## src/rtl/gray_pkg.sv

```systemverilog
// gray_pkg: shared state encoding, error ceiling and Gray-to-binary conversion
package gray_pkg;
  localparam int GMAX = 32;
  localparam logic [7:0] ERR_MAX = 8'd255;
  typedef enum logic {ST_INIT = 1'b0, ST_TRACK = 1'b1} state_t;
  function automatic logic [GMAX-1:0] gray_to_bin(input logic [GMAX-1:0] gray);
    logic [GMAX-1:0] b;
    b[GMAX-1] = gray[GMAX-1];
    for (int i = GMAX - 2; i >= 0; i--) b[i] = b[i+1] ^ gray[i];
    return b;
  endfunction
endpackage

```

## src/rtl/gray_step_decoder_if.sv

```systemverilog
// gray_step_decoder_if: Gray input, clear and decoded step/position outputs
interface gray_step_decoder_if #(parameter int N = 4, parameter int POS_W = 16);
  logic [N-1:0] gray_in;
  logic clear;
  logic [N-1:0] binary_out;
  logic valid;
  logic step_up;
  logic step_down;
  logic skip_err;
  logic [POS_W-1:0] position;
  logic [7:0] err_count;
  modport master(output gray_in, clear, input binary_out, valid, step_up, step_down, skip_err, position, err_count);
  modport slave(input gray_in, clear, output binary_out, valid, step_up, step_down, skip_err, position, err_count);
endinterface

```

## src/rtl/gray_sync.sv

```systemverilog
// gray_sync: multi-stage synchronizer for a Gray code crossing into clk
module gray_sync #(
  parameter int N = 4,
  parameter int STAGES = 2
) (
  input  logic clk,
  input  logic reset,
  input  logic [N-1:0] d,
  output logic [N-1:0] q
);
  logic [N-1:0] r [STAGES];
  // shift the asynchronous code through the chain; only one bit flips per legal change
  always_ff @(posedge clk or posedge reset)
    if (reset) for (int i = 0; i < STAGES; i++) r[i] <= '0;
    else begin
      r[0] <= d;
      for (int i = 1; i < STAGES; i++) r[i] <= r[i-1];
    end
  assign q = r[STAGES-1];
endmodule

```

## src/rtl/gray_step_decoder.sv

```systemverilog
// gray_step_decoder: synchronizes a Gray code and tracks steps, position and skip errors
module gray_step_decoder
  import gray_pkg::*;
#(
  parameter int N = 4,
  parameter int POS_W = 16,
  parameter int SYNC_STAGES = 2
) (
  input logic clk,
  input logic reset,
  gray_step_decoder_if.slave bus
);
  localparam int CW = $clog2(SYNC_STAGES + 1);
  state_t state, state_n;
  logic [CW-1:0] cnt, cnt_n;
  logic [N-1:0] gs, bin_cur, delta, bin_n;
  logic valid_n, up_n, dn_n, sk_n;
  logic [POS_W-1:0] pos_n;
  logic [7:0] err_n;
  gray_sync #(.N(N), .STAGES(SYNC_STAGES)) u_sync (
    .clk(clk),
    .reset(reset),
    .d(bus.gray_in),
    .q(gs)
  );
  assign bin_cur = N'(gray_to_bin(GMAX'(gs)));
  assign delta = bin_cur - bus.binary_out;
  // INIT flushes reset zeros from the sync chain before taking a baseline; TRACK classifies each delta
  always_comb begin
    state_n = state;
    cnt_n = cnt;
    bin_n = bus.binary_out;
    valid_n = bus.valid;
    up_n = 1'b0;
    dn_n = 1'b0;
    sk_n = 1'b0;
    pos_n = bus.position;
    err_n = bus.err_count;
    if (state == ST_INIT) begin
      if (cnt == CW'(SYNC_STAGES)) begin
        state_n = ST_TRACK;
        bin_n = bin_cur;
        valid_n = 1'b1;
      end else cnt_n = cnt + 1'b1;
    end else begin
      bin_n = bin_cur;
      up_n = delta == N'(1);
      dn_n = delta == '1;
      sk_n = delta != '0 && !up_n && !dn_n;
      pos_n = up_n ? bus.position + 1'b1 : dn_n ? bus.position - 1'b1 : bus.position;
      err_n = sk_n && bus.err_count != ERR_MAX ? bus.err_count + 1'b1 : bus.err_count;
    end
    if (bus.clear) begin
      pos_n = '0;
      err_n = '0;
    end
  end
  // register FSM, decoded value, pulses and accumulators
  always_ff @(posedge clk or posedge reset)
    if (reset) begin
      state <= ST_INIT;
      cnt <= '0;
      bus.binary_out <= '0;
      bus.valid <= 1'b0;
      bus.step_up <= 1'b0;
      bus.step_down <= 1'b0;
      bus.skip_err <= 1'b0;
      bus.position <= '0;
      bus.err_count <= '0;
    end else begin
      state <= state_n;
      cnt <= cnt_n;
      bus.binary_out <= bin_n;
      bus.valid <= valid_n;
      bus.step_up <= up_n;
      bus.step_down <= dn_n;
      bus.skip_err <= sk_n;
      bus.position <= pos_n;
      bus.err_count <= err_n;
    end
endmodule

```

## src/flat_wrapper.sv

```systemverilog
// flat-port wrapper written by rule: the top's interface ports become plain ports
module gray_step_decoder_flat import gray_pkg::*;
#(
  parameter int N = 4,
  parameter int POS_W = 16,
  parameter int SYNC_STAGES = 2
)
  (clk, reset, bus_gray_in, bus_clear, bus_binary_out, bus_valid, bus_step_up, bus_step_down, bus_skip_err, bus_position, bus_err_count);
  gray_step_decoder_if #(.N(N), .POS_W(POS_W)) bus_i ();
  input logic clk;
  input logic reset;
  input wire logic [$bits(bus_i.gray_in)-1:0] bus_gray_in;
  input wire logic [$bits(bus_i.clear)-1:0] bus_clear;
  output wire logic [$bits(bus_i.binary_out)-1:0] bus_binary_out;
  output wire logic [$bits(bus_i.valid)-1:0] bus_valid;
  output wire logic [$bits(bus_i.step_up)-1:0] bus_step_up;
  output wire logic [$bits(bus_i.step_down)-1:0] bus_step_down;
  output wire logic [$bits(bus_i.skip_err)-1:0] bus_skip_err;
  output wire logic [$bits(bus_i.position)-1:0] bus_position;
  output wire logic [$bits(bus_i.err_count)-1:0] bus_err_count;
  assign bus_i.gray_in = bus_gray_in;
  assign bus_i.clear = bus_clear;
  assign bus_binary_out = bus_i.binary_out;
  assign bus_valid = bus_i.valid;
  assign bus_step_up = bus_i.step_up;
  assign bus_step_down = bus_i.step_down;
  assign bus_skip_err = bus_i.skip_err;
  assign bus_position = bus_i.position;
  assign bus_err_count = bus_i.err_count;
  gray_step_decoder #(.N(N), .POS_W(POS_W), .SYNC_STAGES(SYNC_STAGES)) u_core (.clk(clk), .reset(reset), .bus(bus_i));
endmodule
```

## config.mk

```make
export PLATFORM = sky130hd
export DESIGN_NAME = gray_step_decoder_flat
export DESIGN_NICKNAME = d
export VERILOG_FILES = /design/src/rtl/gray_pkg.sv /design/src/rtl/gray_step_decoder_if.sv /design/src/rtl/gray_sync.sv /design/src/rtl/gray_step_decoder.sv /design/src/flat_wrapper.sv
export SDC_FILE = /design/constraint.sdc
export NUM_CORES = 1
export LEC_CHECK = 0
export BUFFER_PORTS_ARGS = -buffer_cell sky130_fd_sc_hd__clkbuf_2
export CAP_MARGIN = 20
export CORE_ASPECT_RATIO = 1.1
export CORE_MARGIN = 2
export CORE_UTILIZATION = 30
export DETAILED_ROUTE_END_ITERATION = 7
export PLACE_DENSITY = 0.6
export REMOVE_ABC_BUFFERS = 1
export SYNTH_ARGS = -nofsm -noshare
export SYNTH_HDL_FRONTEND = slang
export SYNTH_HIERARCHICAL = 1
export SYNTH_SLANG_ARGS = --single-unit
```

## constraint.sdc

```tcl
create_clock -name clk -period 4.2 [get_ports clk]
set_clock_uncertainty 0.1 [all_clocks]
set_input_delay 0.84 -clock clk [delete_from_list [all_inputs] [get_ports clk]]
set_output_delay 0.84 -clock clk [all_outputs]
set_load 0.02 [all_outputs]
```

==> impl_results.md <==
* Outcome: finished clean
* Register area share after synthesis at 0.395
* Vias per cell at 5.04
* Placement Setup Slack at -0.202 ns
* Critical path class: flip-flop to flip-flop
* Post-Route Setup TNS at 0 ns
* Core Region at 8830 sq um
* Worst EP required at between 4 and 5 ns
* Die Wd at 94.8 um
* Reg2Reg Depth at 16
* Reg-to-reg startpoint: u_core/u_sync/q[3]
* Worst-Skew Late Latency at 0.30 ns
* Via count at 2,337
* Worst Hold Class: flip-flop to flip-flop
* HPWL after DPL at 4.46 mm
* Grt total ovfl at 0
* # clock sinks at 43
* Worst setup endpoint: u_core/bus.position[15]
* Minimum clock period at 4.17 ns
* Crit path largest cell delay at about 0.57 ns
* Final setup violating endpoints at 0
* Most frequent cells in the layout: 43 x dfrtp_1, 38 x clkbuf_2, 35 x buf_4
* Initial antenna violation count at 0
* Die footprint at 9850 sq um
* Ant diodes at 0
* Fraction of layout cells with a size suffix above 1 at 0.389
* Worst reg-to-reg setup slack at 0.03 ns
* Peak supply drop at 0.000312 V
* Top FF cell, synth: dfrtp_1
* Worst-margin pin slew at 0.632 ns
* Final period util at 0.992
* DRC Markers at 0
* Final WL at between 6 and 7 mm
* Pwr Density at 1000 nW/um^2
* Largest net degree at the start of global routing at 36
* Hold slack at 0.255 ns
* Post-route cell area at 3700 sq um
* Vias in the first global route at ~2,300
* Combinational Power Share at 0.724
* Cell count after synthesis at 279
* Max clock buf depth at 2
* Slowest stage cell, crit path: fa_2
* Startpoint type of the worst setup path: flip-flop
* Post-DRT Antenna Nets at 0
* Post-Place Cells at 441
* DP Area at around 3100 sq um
* Hold Buf Count CTS at 0
* Post-Syn Area at 2720 sq um
* Seq cells post-synth at 43
* Total iterations of the first detailed-routing run at 4
* Post-synth EDFFs at 0
* Starting Density at 0.308
* Number of max-cap violations at 0
* Mean Syn Cell Area at 9.75 sq um
* DR iter-0 viols at ~110
* Worst rel slew slack at 0.579
* CTS Root Cell: clkbuf_8
* Part of the power in registers at 0.168
* Core Rows at 36
* Clk slew on worst S/H paths at 0.09 ns
* Clock network power share at 0.108
* Most common cell after layout, fill and taps aside: dfrtp_1
* Crit path arrival time at 4.29 ns
* Layout net count at 380
* Fraction of registers with async set/reset at 1.00
* Internal power at between 0.002 and 0.0025 W
* Pleak at ~1.7 nW
* Net Sw Frac at 0.433
* CTS Buf Count at 5
* Final worst setup slack at 0.0321 ns
* Synth warn at 6
* Reg-to-reg endpoint: u_core/bus.position[15]
* Critical path peak fanout at 7
* TritonCTS clock tree: done
* WL/cell at 14.6 um
* I/O pin count at 39
* Net switching power at about 0.0016 W
* H-Tree Depth at 2
* GRT Total Usage at 0.137
* Worst setup path startpoint: u_core/u_sync/q[3]
* RSZ-0062 raised after global routing: yes
* Hold Vio Cnt, Final at 0
* Gpl congestion at about 0.85
* Syn-to-layout area delta at 36.0%
* Cell variety after synth at 53
* CP bufs+invs at 2
* First-pass GRT wire length at 10.8 mm
* Final Slew Violations at 0
* Fmax achieved at 240 MHz
* Family with the most delay on the worst path: adder cells
* Crit path capture type: flip-flop
* Levels on crit path at 16
* Layout Cells excl Fill at approximately 460
* Crit path cell chain: xor2_2, xor2_2, xnor2_2, ha_2, fa_2, nand2_2, or4_4, buf_8, buf_4, ha_4, a21o_1, a21o_1, a21oi_2, o21ai_2, or4_1, o211ai_1
* Layout fillers at 903
* Port-buffer cells at 38
* Die height at about 100 um
## routing by layer
| layer | global-route usage | part of all wire | routed length, um |
|---|---|---|---|
| met5 | 0 | 0 | 0 |
| met4 | 0.0342 | 0.013 | 88 |
| met3 | 0.0232 | 0.032 | 214 |
| met2 | 0.241 | 0.53 | 3610 |
| met1 | 0.173 | 0.42 | 2850 |
## power by group through the flow
stage	combinational [W]	sequential, W	clock [W]
detailed placement	0.00208	0.000612	0
CTS	0.00229	0.000615	0.000414
finish	0.00269	0.000624	0.000401
floorplan	0.00139	0.000702	0
global placement	0.00205	0.000610	0
global route	0.00292	0.000643	0.000433
## synthesized netlist by cell type (3+ instances only)
master	instances	area share
dfrtp_1	43	0.40
a21oi_1	25	0.046
ha_1	22	0.10
nor2_1	20	0.028
nand2_1	19	0.026
xnor2_1	15	0.048
nand3_1	11	0.020
a21o_1	10	0.028
inv_1	10	0.014
nor3_1	9	0.017
nand4_1	8	0.018
o21ai_0	8	0.015
clkbuf_1	7	0.0097
mux2i_1	7	0.026
xor2_1	7	0.023
and3_1	4	0.0092
buf_4	4	0.011
nor2b_1	4	0.0092
a31o_2	3	0.0097
o21a_1	3	0.0083
## cell type report
class,instances,area (sq um),share of cell area
clock buffers,5,68.8,0.0186
clock inverters,3,71.3,0.0193
inverters,11,41.3,0.0112
multi-input cells,212,1800,0.487
flip-flops and latches,43,1080,0.291
well taps,114,143,0.0385
repair buffers,76,499,0.135
## worst min-delay path by stage
stage / from / to / slack, ns / cells past startpoint
after floorplan: u_core/u_sync/r[4] / u_core/u_sync/q[0] / 0.23 / 0
after global placement: u_core/u_sync/r[4] / u_core/u_sync/q[0] / 0.23 / 0
after detailed placement: u_core/u_sync/r[4] / u_core/u_sync/q[0] / 0.23 / 0
after CTS: u_core/u_sync/r[7] / u_core/u_sync/q[3] / 0.26 / 0
after global routing: u_core/u_sync/r[4] / u_core/u_sync/q[0] / 0.27 / 0
final: u_core/u_sync/r[7] / u_core/u_sync/q[3] / 0.25 / 0
## stage by stage
step	util	total power [W]
detailed placement	0.356	0.00269
CTS	0.394	0.00332
global placement	0.356	0.00266
global route	0.419	0.00400
floorplan	-	0.00210
finish	0.419	0.00371
## repair_timing
action	in CTS	in global routing
gates cloned	1	1
setup endpoints to repair	5	17
hold endpoints to repair	0	0
pin swaps	8	9
gates resized for setup	16	32
buffers inserted	11	2
## flip-flops by register name, indices dropped and copies added (netlist names)
name                   flops
u_core/bus.position       16
u_core/bus.err_count       8
u_core/bus.binary_out      4
u_core/u_sync/q            4
u_core/u_sync/r            4
u_core/cnt                 2
u_core/bus.skip_err        1
u_core/bus.step_down       1
u_core/bus.step_up         1
u_core/bus.valid           1
u_core/state               1
## cell families after synthesis
group / synth area share
mux: 0.0299
buf+inv: 0.0474
fa+ha+maj: 0.116
compound gates: 0.156
simple gates: 0.185
flops: 0.395
xor+xnor: 0.0708
No activity file was read; power rests on OpenSTA's default activity.
